`config.mk`:
```
export PLATFORM = sky130hd
export DESIGN_NAME = code_lock_ctrl
export DESIGN_NICKNAME = d
export VERILOG_FILES = /design/src/rtl/code_lock_ctrl.sv
export SDC_FILE = /design/constraint.sdc
export NUM_CORES = 1
export LEC_CHECK = 0
export BUFFER_PORTS_ARGS = -buffer_cell sky130_fd_sc_hd__buf_2
export CAP_MARGIN = 20
export CORE_ASPECT_RATIO = 0.9
export CORE_MARGIN = 4
export CORE_UTILIZATION = 40
export CTS_CLUSTER_DIAMETER = 50
export DETAILED_ROUTE_END_ITERATION = 12
export GPL_TIMING_DRIVEN = 0
export PLACE_DENSITY = 0.7
export SKIP_LAST_GASP = 1
export SLEW_MARGIN = 10
export SYNTH_ARGS = -nofsm -noshare
export SYNTH_HDL_FRONTEND = slang
export SYNTH_SLANG_ARGS = --single-unit
```
`constraint.sdc`:
```
create_clock -name clk -period 1.88 [get_ports clk]
set_input_delay 0.188 -clock clk [delete_from_list [all_inputs] [get_ports clk]]
set_output_delay 0.188 -clock clk [all_outputs]
set_load 0.02 [all_outputs]
```
`src/rtl/code_lock_ctrl.sv`:
```
// code_lock_ctrl: parametrised keypad-lock controller.
// Digits arrive serially on `switch` with an `enter` strobe. INIT stores
// a master code, LOCKED checks full-length entries against it, UNLOCKED
// waits to relock or rearm, and LOCKOUT is a timed penalty after
// MAX_TRIES wrong codes. Every output is registered.
module code_lock_ctrl #(
  parameter int DIGITS         = 4,
  parameter int MAX_TRIES      = 3,
  parameter int LOCKOUT_CYCLES = 16
) (
  input  logic                             clk,
  input  logic                             master_rst,
  input  logic                             enter,
  input  logic [3:0]                       switch,
  input  logic                             clear,
  input  logic                             set_button,
  input  logic                             change,
  output logic [4*DIGITS-1:0]              entry,
  output logic [$clog2(DIGITS+1)-1:0]      digit_count,
  output logic [1:0]                       status,
  output logic [$clog2(MAX_TRIES+1)-1:0]   tries_left,
  output logic                             unlock_pulse,
  output logic                             fail_pulse
);

  localparam int ENTRY_W = 4 * DIGITS;
  localparam int CNT_W   = $clog2(DIGITS + 1);
  localparam int TRY_W   = $clog2(MAX_TRIES + 1);
  localparam int LOCK_W  = (LOCKOUT_CYCLES > 1) ? $clog2(LOCKOUT_CYCLES) : 1;

  localparam logic [CNT_W-1:0]  FULL_COUNT = CNT_W'(DIGITS);
  localparam logic [TRY_W-1:0]  TRIES_MAX  = TRY_W'(MAX_TRIES);
  localparam logic [LOCK_W-1:0] LOCK_LOAD  = LOCK_W'(LOCKOUT_CYCLES - 1);

  // Encodings double as the externally visible status code.
  typedef enum logic [1:0] {
    ST_INIT     = 2'b00,
    ST_LOCKED   = 2'b01,
    ST_UNLOCKED = 2'b10,
    ST_LOCKOUT  = 2'b11
  } state_t;

  state_t              state, state_nxt;
  logic [ENTRY_W-1:0]  master, master_nxt;
  logic [ENTRY_W-1:0]  entry_nxt, edit_entry;
  logic [CNT_W-1:0]    count_nxt, edit_count;
  logic [TRY_W-1:0]    tries_nxt;
  logic [LOCK_W-1:0]   lock_cnt, lock_nxt;
  logic                unlock_nxt, fail_nxt;
  logic                full;

  assign full   = (digit_count == FULL_COUNT);
  assign status = state;

  // Ordinary keypad editing: clear beats enter, and a full entry ignores enter.
  // NOTE: every always_comb output gets a default first, so no path leaves a latch.
  always_comb begin
    edit_entry = entry;
    edit_count = digit_count;
    if (clear) begin
      edit_entry = '0;
      edit_count = '0;
    end else if (enter && !full) begin
      // A shift keeps this legal for DIGITS == 1, where a part-select would be empty.
      edit_entry = (entry << 4) | ENTRY_W'(switch);
      edit_count = digit_count + CNT_W'(1);
    end
  end

  // Next-state and next-output decisions for the lock sequencer.
  always_comb begin
    state_nxt  = state;
    entry_nxt  = edit_entry;
    count_nxt  = edit_count;
    master_nxt = master;
    tries_nxt  = tries_left;
    lock_nxt   = lock_cnt;
    unlock_nxt = 1'b0;
    fail_nxt   = 1'b0;

    case (state)
      ST_INIT: begin
        if (set_button && full) begin
          master_nxt = entry;
          entry_nxt  = '0;
          count_nxt  = '0;
          tries_nxt  = TRIES_MAX;
          state_nxt  = ST_LOCKED;
        end
      end

      ST_LOCKED: begin
        // A full entry is judged on the following edge; clear/enter are moot then.
        if (full) begin
          entry_nxt = '0;
          count_nxt = '0;
          if (entry == master) begin
            unlock_nxt = 1'b1;
            tries_nxt  = TRIES_MAX;
            state_nxt  = ST_UNLOCKED;
          end else begin
            fail_nxt = 1'b1;
            // The <= guard keeps tries_left from wrapping even if it were already 0.
            if (tries_left <= TRY_W'(1)) begin
              tries_nxt = '0;
              lock_nxt  = LOCK_LOAD;
              state_nxt = ST_LOCKOUT;
            end else begin
              tries_nxt = tries_left - TRY_W'(1);
            end
          end
        end
      end

      ST_UNLOCKED: begin
        if (change) begin
          entry_nxt = '0;
          count_nxt = '0;
          state_nxt = ST_INIT;
        end else if (set_button) begin
          entry_nxt = '0;
          count_nxt = '0;
          tries_nxt = TRIES_MAX;
          state_nxt = ST_LOCKED;
        end
      end

      ST_LOCKOUT: begin
        // Keypad is dead here; the counter was loaded with LOCKOUT_CYCLES-1 so
        // the exit edge lands exactly LOCKOUT_CYCLES edges after entry.
        entry_nxt = '0;
        count_nxt = '0;
        if (lock_cnt == '0) begin
          tries_nxt = TRIES_MAX;
          state_nxt = ST_LOCKED;
        end else begin
          lock_nxt = lock_cnt - LOCK_W'(1);
        end
      end

      default: state_nxt = ST_INIT;
    endcase
  end

  // State and output registers with synchronous active-low reset.
  // NOTE: non-blocking assignments here so every register samples pre-edge values.
  always_ff @(posedge clk) begin
    if (!master_rst) begin
      state        <= ST_INIT;
      entry        <= '0;
      digit_count  <= '0;
      // NOTE: the stored master code is a plain register and is reset to 0 like the rest.
      master       <= '0;
      tries_left   <= TRIES_MAX;
      lock_cnt     <= '0;
      unlock_pulse <= 1'b0;
      fail_pulse   <= 1'b0;
    end else begin
      state        <= state_nxt;
      entry        <= entry_nxt;
      digit_count  <= count_nxt;
      master       <= master_nxt;
      tries_left   <= tries_nxt;
      lock_cnt     <= lock_nxt;
      unlock_pulse <= unlock_nxt;
      fail_pulse   <= fail_nxt;
    end
  end

endmodule

```
==> results of run 1 <==
==> cell usage after synthesis (2+ instances only) <==
master | count | share of area
sky130_fd_sc_hd__clkbuf_1 | 8 | 0.015
sky130_fd_sc_hd__ha_1 | 8 | 0.049
sky130_fd_sc_hd__a21oi_1 | 35 | 0.086
sky130_fd_sc_hd__nor4_1 | 4 | 0.012
sky130_fd_sc_hd__nor2b_1 | 2 | 0.0061
sky130_fd_sc_hd__o21ai_0 | 9 | 0.022
sky130_fd_sc_hd__nor2_1 | 7 | 0.013
sky130_fd_sc_hd__a211oi_1 | 2 | 0.0074
sky130_fd_sc_hd__nand3_1 | 7 | 0.017
sky130_fd_sc_hd__nand4_1 | 3 | 0.0092
sky130_fd_sc_hd__a221oi_1 | 2 | 0.0086
sky130_fd_sc_hd__dfxtp_1 | 45 | 0.44
sky130_fd_sc_hd__nand2_1 | 69 | 0.13
sky130_fd_sc_hd__xor2_1 | 17 | 0.073
sky130_fd_sc_hd__nor3_1 | 2 | 0.0049
sky130_fd_sc_hd__xnor2_1 | 2 | 0.0086
sky130_fd_sc_hd__inv_1 | 13 | 0.024
==> registers in the layout, indices dropped and copies added (netlist names) <==
signal	count
tries_left	2
entry	16
lock_cnt	4
unlock_pulse	1
status	2
fail_pulse	1
digit_count	3
master	16
==> what timing repair did <==
action / CTS / global route
endpoints found under the setup margin: 15 / 28
pin swaps: 1 / 2
resized for setup: 8 / 25
setup buffers: 0 / 2
==> kinds of logic (layout without fill, tap and decap cells) <==
family / count (synthesis) / after routing / share of synthesized area
AO/OA/AOI/OAI: 61 / 61 / 0.1793
adder cells (fa/ha/maj): 8 / 8 / 0.04911
XOR/XNOR: 19 / 19 / 0.08165
buffers and inverters: 24 / 67 / 0.04849
flip-flops: 45 / 45 / 0.4420
AND/OR/NAND/NOR: 97 / 97 / 0.1995
==> per-stage QoR <==
step	power, uW	area (um^2)
5_1_grt	1890	2460
3_3_place_gp	1219	2290
6_report	1803	2460
4_1_cts	1789	2389
3_5_place_dp	1224	2290
2_1_floorplan	1155	2038
==> power by group <==
group          switching [uW]  internal, uW  total [uW]  leakage (uW)
combinational             156          91.3         247      0.000650
sequential               16.8           966         983      0.000366
clock                     315           258         573     0.0000450
total                     487          1320        1800       0.00106
==> cell type report <==
cell class,instances,area [um^2]
buffer,10,58.81
clock buffer,6,72.57
clock inverter,2,10.01
fill,476,2435
inverter,13,48.80
multi-input combinational,185,1094
sequential,45,909.6
tap,65,81.33
timing repair buffer,36,185.2
==> critical path: cells and delay by family, from the launching register on <==
kind / cells / cell delay [ns]
AOI/OAI and AO/OA: 2 / 0.43
buffers and inverters: 1 / 0.20
and+or+nand+nor: 2 / 0.55
xor gates and xnor gates: 1 / 0.16
DFF: 1 / 0.36
==> worst paths after layout <==
| check | endpoint | slack, ns | depth (start not counted) |
|---|---|---|---|
| worst min register to register | master[10] | 0.47 | 2 |
| worst max-delay path | status[0] | 0.03 | 6 |
| worst min-delay path | entry[2] | 0.11 | 3 |
| worst max register to register | status[0] | 0.03 | 6 |
==> cell usage in the layout (no fill, tap or decap), drive strengths merged, types with 7 or more instances in the layout <==
cell	n
a21oi	35
buf	37
clkbuf	15
dfxtp	45
ha	8
inv	13
nand2	69
nand3	7
nor2	7
o21ai	9
xor2	17
==> layer usage <==
| layer | vias to the layer above | GRT usage |
|---|---|---|
| li1 | 934 | - |
| met1 | 858 | 0.2100 |
| met2 | 40 | 0.2500 |
| met3 | 6 | 0.03892 |
| met4 | 0 | 0.05445 |
| met5 | - | 0 |
==> results.env, run 1 <==
AVGROUTEDWIREPERCELL_UM=13.67
FINAL_CRITICAL_PATH_SETUP_SLACK_NS=0.03120
DIE_H_UM=75.72
CTS_TREE='yes'
SYNTHESIZED_INSTANCE_COUNT=254
SETUP_TOTAL_NEGATIVE_SLACK_NS=0
UTILIZATION=0.5026
TIMING.FINAL.HOLD_VIOLATIONS=0
PERIOD_SHARE=0.9834
LAYOUT_MIN_CYCLE_TIME_NS=1.849
ROUTED-WL-MET2_MM=2.259
CRIT_PATH_END_KIND='register'
ROW_COUNT=24
GRT_PASS1_WL_MM=7.893
MAX_INCR_DELAY_ON_CP_NS=0.36
SYN_AVG_CELL_AREA_UM2=8.024
CRITICAL_PATH.STARTPOINT_TYPE='register'
SYN_NETS=272
HOLDBUFCOUNTCTS=0
GRT.TOTAL_USAGE=0.1567
INSERTION_DELAY_NS=0.29
CRIT_PATH_TOP_DELAY_CELL='sky130_fd_sc_hd__dfxtp_2'
NUMBER_OF_ANTENNA_VIOLATIONS_AT_THE_FIRST_CHECK_IN_GLOBAL_ROUTING=0
SYNTH_EDF_COUNT=0
CELLPOWERDENSITY_mW_PER_MM2=732.8
VDD_IR_DROP_MAX_mV=0.3827
MAX_FREQ_MHz=540.9
ASYNC_RESET_FF_FRAC=0
ROUTE.VIAS.TOTAL=1838
YS.WARNINGS.COUNT=0
FINALCLOCKSKEW_NS=0.008877
CRIT_REQUIRED_NS=2.04
GRT_START_MAX_NET_PINS=14
DETAILED_PLACE_HPWL_MM=3.449
HOLD_SLACK_NS=0.1123
HTREE_LEVELS=2
RSZ0062_AT_GRT='true'
WORST_PIN_SLEW_NS=0.5066
ROUTE.FINAL.WIRE_LENGTH_MM=4.950
DRC=0
DPL.CELL_COUNT=353
R2R_START='entry[7]'
DRV.MAX_CAP_VIOLATION_COUNT=0
DRIVE_ABOVE_1_SHARE=0.2391
GRT_PASS1_VIAS=1659
MIN-DELAY-PATH-CLASS='primary input to register'
MAXSLEWVIOLCOUNT=0
NUMCLOCKSINKS=45
WORSTPATHCELLLIST='xor2_1, nor4_2, nand4_1, buf_4, a2111oi_2, a211oi_1'
DESIGN.CORE.AREA_MM2=0.004895
REGISTER_BIT_TOTAL_FROM_SYNTHESIS=45
DETAIL_ROUTE.WIRELENGTH.MET1_MM=2.434
AREA_GROWTH_PCT=20.69
ANT_NETS=0
HOLDCRITSTARTPOINT='switch[2]'
TIMING.SETUP.CRITICAL_PATH_CLASS='register to register'
DIEAREA_MM2=0.006303
PRE_CTS_WS_NS=-0.3235
MET3_LENGTH_UM=188
NUMBER_OF_BUFFERS_ADDED_BY_THE_CLOCK_TREE_SYNTHESIS_STEP=5
IO_PINS=35
YS.FLOP_TYPE='sky130_fd_sc_hd__dfxtp_1'
DETAIL_ROUTE.FIRST_PASS.ITERATIONS=4
MAXUSEDROUTINGLAYER='met4'
ANTENNA-DIODE-COUNT=0
PLACE_CONGESTION=0.7723
STARTPOINT='entry[7]'
CELLLEAKAGEPOWER_uW=0.001061
FIN_CELLS=362
SETUP_VIOL=0
WORST_EP_ARRIVAL_TIME_NS=2.01
CLK_TRANSITION_REPORTED_PATHS_NS=0.09
RUN_STATUS='completed'
DRT_ITER0_DRCS=93
SYNTH_CELL_TYPE_COUNT=36
TIMING.CRITICAL_PATH.FANOUT_MAX=5
SLEW_HEADROOM=0.6622
MAPPEDNETLISTAREA_MM2=0.002038
MAX-CLOCK-PATH-BUFFERS=2
ROUTED_VIA_DENSITY=5.077
GRT.OVERFLOW.TOTAL=0
TOTAL_NUMBER_OF_NETS_IN_THE_FINAL_DESIGN=314
IO_BUFFER_COUNT=34
FP.DIEW_UM=83.25
SYNTH.YOSYS.SEQ_AREA_SHARE=0.4420
FLOORPLAN.INITIALDENSITY=0.4164
ROOT_BUFFER='sky130_fd_sc_hd__clkbuf_8'
Power figures use the tool's default switching activity.
==> run 2, diff against run 1 <==
Settings changed: SETUP_SLACK_MARGIN from default to 0.2.
==> results.env, run 2 (synthesized netlist as in run 1, its figures left out) <==
GRT_START_MAX_NET_PINS=14  # unchanged
R2R_START='status[1]'  # was entry[7]
SLEW_HEADROOM=0.6163  # was 0.6622
HOLD_SLACK_NS=0.1111  # was 0.1123 ns
AVGROUTEDWIREPERCELL_UM=14.53  # was 13.67 um
NUMBER_OF_ANTENNA_VIOLATIONS_AT_THE_FIRST_CHECK_IN_GLOBAL_ROUTING=0  # unchanged
MOSTFREQUENTLAYOUTCELL='sky130_fd_sc_hd__nand2_1'  # unchanged
HTREE_LEVELS=2  # unchanged
PRE_CTS_WS_NS=-0.08674  # was -0.3235 ns
DIEAREA_MM2=0.006303  # unchanged
FINAL.FILL_COUNT=451  # was 476
TIMING.HOLD.WORST_PATH_DEPTH=3  # unchanged
ANT_NETS=0  # unchanged
REG_TOP3='entry (16), master (16), lock_cnt (4)'  # unchanged
RSZ0062_AT_GRT='true'  # unchanged
AREA.SEQUENTIAL_UM2=929.6  # was 909.6 um^2
DRT_ITER0_DRCS=169  # was 93
HOLD_END='entry[3]'  # was entry[2]
DRV.MAX_CAP_VIOLATION_COUNT=0  # unchanged
PLACE_CONGESTION=0.8187  # was 0.7723
ROUTE.FINAL.WIRE_LENGTH_MM=5.391  # was 4.950 mm
MAXSLEWVIOLCOUNT=0  # unchanged
ANTENNA-DIODE-COUNT=0  # unchanged
LAYOUT_MIN_CYCLE_TIME_NS=1.755  # was 1.849 ns
CELLLEAKAGEPOWER_uW=0.001140  # was 0.001061 uW
DIE_H_UM=75.72  # unchanged
SETUP_VIOL=0  # unchanged
CRIT_PATH_END_KIND='register'  # unchanged
NUMBER_OF_BUFFERS_ADDED_BY_THE_CLOCK_TREE_SYNTHESIS_STEP=5  # unchanged
ROUTE.VIAS.TOTAL=1915  # was 1838
AREA_OF_COMBINATIONAL_CELLS_WITH_MULTIPLE_INPUTS_MM2=0.001207  # was 0.001094 mm^2
GRT_PASS1_WL_MM=8.618  # was 7.893 mm
DRC=0  # unchanged
FP.DIEW_UM=83.25  # unchanged
CTS_TREE='yes'  # unchanged
REG2REG_TO='lock_cnt[3]'  # was status[0]
RUN_STATUS='completed'  # unchanged
MAX-CLOCK-PATH-BUFFERS=2  # unchanged
FLOORPLAN.INITIALDENSITY=0.4164  # unchanged
GRT.OVERFLOW.TOTAL=0  # unchanged
DETAILED_PLACE_HPWL_MM=3.549  # was 3.449 mm
TIMING.FINAL.HOLD_VIOLATIONS=0  # unchanged
TOTAL_NUMBER_OF_NETS_IN_THE_FINAL_DESIGN=324  # was 314
FINALCLOCKSKEW_NS=0.006502  # was 0.008877 ns
DETAIL_ROUTE.FIRST_PASS.ITERATIONS=4  # unchanged
CELLPOWERDENSITY_mW_PER_MM2=724.7  # was 732.8 mW/mm^2
FINAL_CRITICAL_PATH_SETUP_SLACK_NS=0.1251  # was 0.03120 ns
DRIVE_ABOVE_1_SHARE=0.3399  # was 0.2391
MOSTFREQUENTLAYOUTCELLS='68 x sky130_fd_sc_hd__nand2_1, 34 x sky130_fd_sc_hd__buf_2, 33 x sky130_fd_sc_hd__a21oi_1'  # was 68 x sky130_fd_sc_hd__nand2_1, 38 x sky130_fd_sc_hd__dfxtp_1, 35 x sky130_fd_sc_hd__a21oi_1
WORST_EP_ARRIVAL_TIME_NS=1.98  # was 2.01 ns
PERIOD_SHARE=0.9335  # was 0.9834
REGTOREGSETUPSLACK_NS=0.13  # was 0.03 ns
AREA_GROWTH_PCT=32.90  # was 20.69%
INSERTION_DELAY_NS=0.30  # was 0.29 ns
RR_WORST_DEPTH=7  # was 6
TIMING.CRITICAL_PATH.FANOUT_MAX=10  # was 5
HOLDBUFCOUNTCTS=0  # unchanged
VDD_IR_DROP_MAX_mV=0.4432  # was 0.3827 mV
WORST_PIN_SLEW_NS=0.5755  # was 0.5066 ns
HOLDCRITSTARTPOINT='switch[3]'  # was switch[2]
CLK_TRANSITION_REPORTED_PATHS_NS=0.08  # was 0.09 ns
IO_BUFFER_COUNT=34  # unchanged
ROUTED_VIA_DENSITY=5.162  # was 5.077
MIN-DELAY-PATH-CLASS='primary input to register'  # unchanged
GRT_PASS1_VIAS=1833  # was 1659
CRIT_REQUIRED_NS=2.10  # was 2.04 ns
ROW_COUNT=24  # unchanged
TIMING.SETUP.CRITICAL_PATH_CLASS='register to register'  # unchanged
GRT.TOTAL_USAGE=0.1738  # was 0.1567
IO_PINS=35  # unchanged
CRITICAL_PATH.STARTPOINT_TYPE='register'  # unchanged
ROOT_BUFFER='sky130_fd_sc_hd__clkbuf_8'  # unchanged
DESIGN.CORE.AREA_MM2=0.004895  # unchanged
NUMCLOCKSINKS=45  # unchanged
MAX_FREQ_MHz=569.8  # was 540.9 MHz
-- run 2: cell types whose count changed in the layout (fill, tap and decap cells not counted), sizes merged --
cell / change
buf: +12
clkbuf: -2
clkinv: -1
-- run 2: routing by layer --
| layer | vias up | global-route usage | share of wire |
|---|---|---|---|
| li1 | 964 | - | - |
| met3 | 7 | 0.04649 | 0.045 |
| met1 | 891 | 0.2138 | 0.47 |
| met4 | 0 | 0.08530 | 0.017 |
| met5 | - | 0 | 0 |
| met2 | 53 | 0.2883 | 0.47 |
-- run 2: layout make-up --
cell class	instances	area share
multi-input combinational	185	0.4457
sequential	45	0.3432
timing repair buffer	45	0.09469
clock buffer	6	0.03464
buffer	11	0.03095
tap	65	0.03002
inverter	13	0.01894
clock inverter	1	0.001848
-- run 2: timing repair --
| item | 4_1_cts | 5_1_grt |
|---|---|---|
| buffers inserted | 7 | 4 |
| cloned | 0 | 0 |
| resized for setup | 28 | 32 |
| pin swaps | 7 | 11 |
| endpoints found under the setup margin | 28 | 31 |
-- run 2: how the worst max path moves through the flow --
stage | startpoint | end | cells after the start
after detailed placement | entry[4] | status[0] | 6
after global placement | entry[4] | status[0] | 6
after CTS | master[14] | status[0] | 6
final | status[1] | lock_cnt[3] | 7
after global routing | status[1] | lock_cnt[1] | 7
after floorplan | entry[6] | status[0] | 6
-- run 2: through the flow --
step / total power [uW] / TNS, ns / cell area [um^2] / util / std cells
detailed placement: 1233 / -0.09717 / 2320 / 0.4739 / 353
finish: 1963 / 0 / 2709 / 0.5534 / 371
CTS: 1929 / 0 / 2574 / 0.5258 / 367
global route: 2026 / -0.004681 / 2709 / 0.5534 / 371
global placement: 1228 / -0.04847 / 2320 / 0.4739 / 353
floorplan: 1164 / 0 / 2068 / - / 254
-- run 2: critical path, cell delays in order, from the launching register on --
cell and delay (ns):
sky130_fd_sc_hd__dfxtp_4 0.37, sky130_fd_sc_hd__inv_1 0.12, sky130_fd_sc_hd__ha_2 0.22, sky130_fd_sc_hd__clkbuf_8 0.18
sky130_fd_sc_hd__inv_1 0.06, sky130_fd_sc_hd__o21ai_0 0.30, sky130_fd_sc_hd__a31oi_1 0.20, sky130_fd_sc_hd__a221oi_2 0.24
-- run 2: power breakdown --
| part | total, uW | switching (uW) | internal, uW |
|---|---|---|---|
| Clock | 669 | 335 | 333 |
| Sequential | 984 | 18.0 | 966 |
| Combinational | 311 | 185 | 126 |
| Total | 1960 | 539 | 1420 |
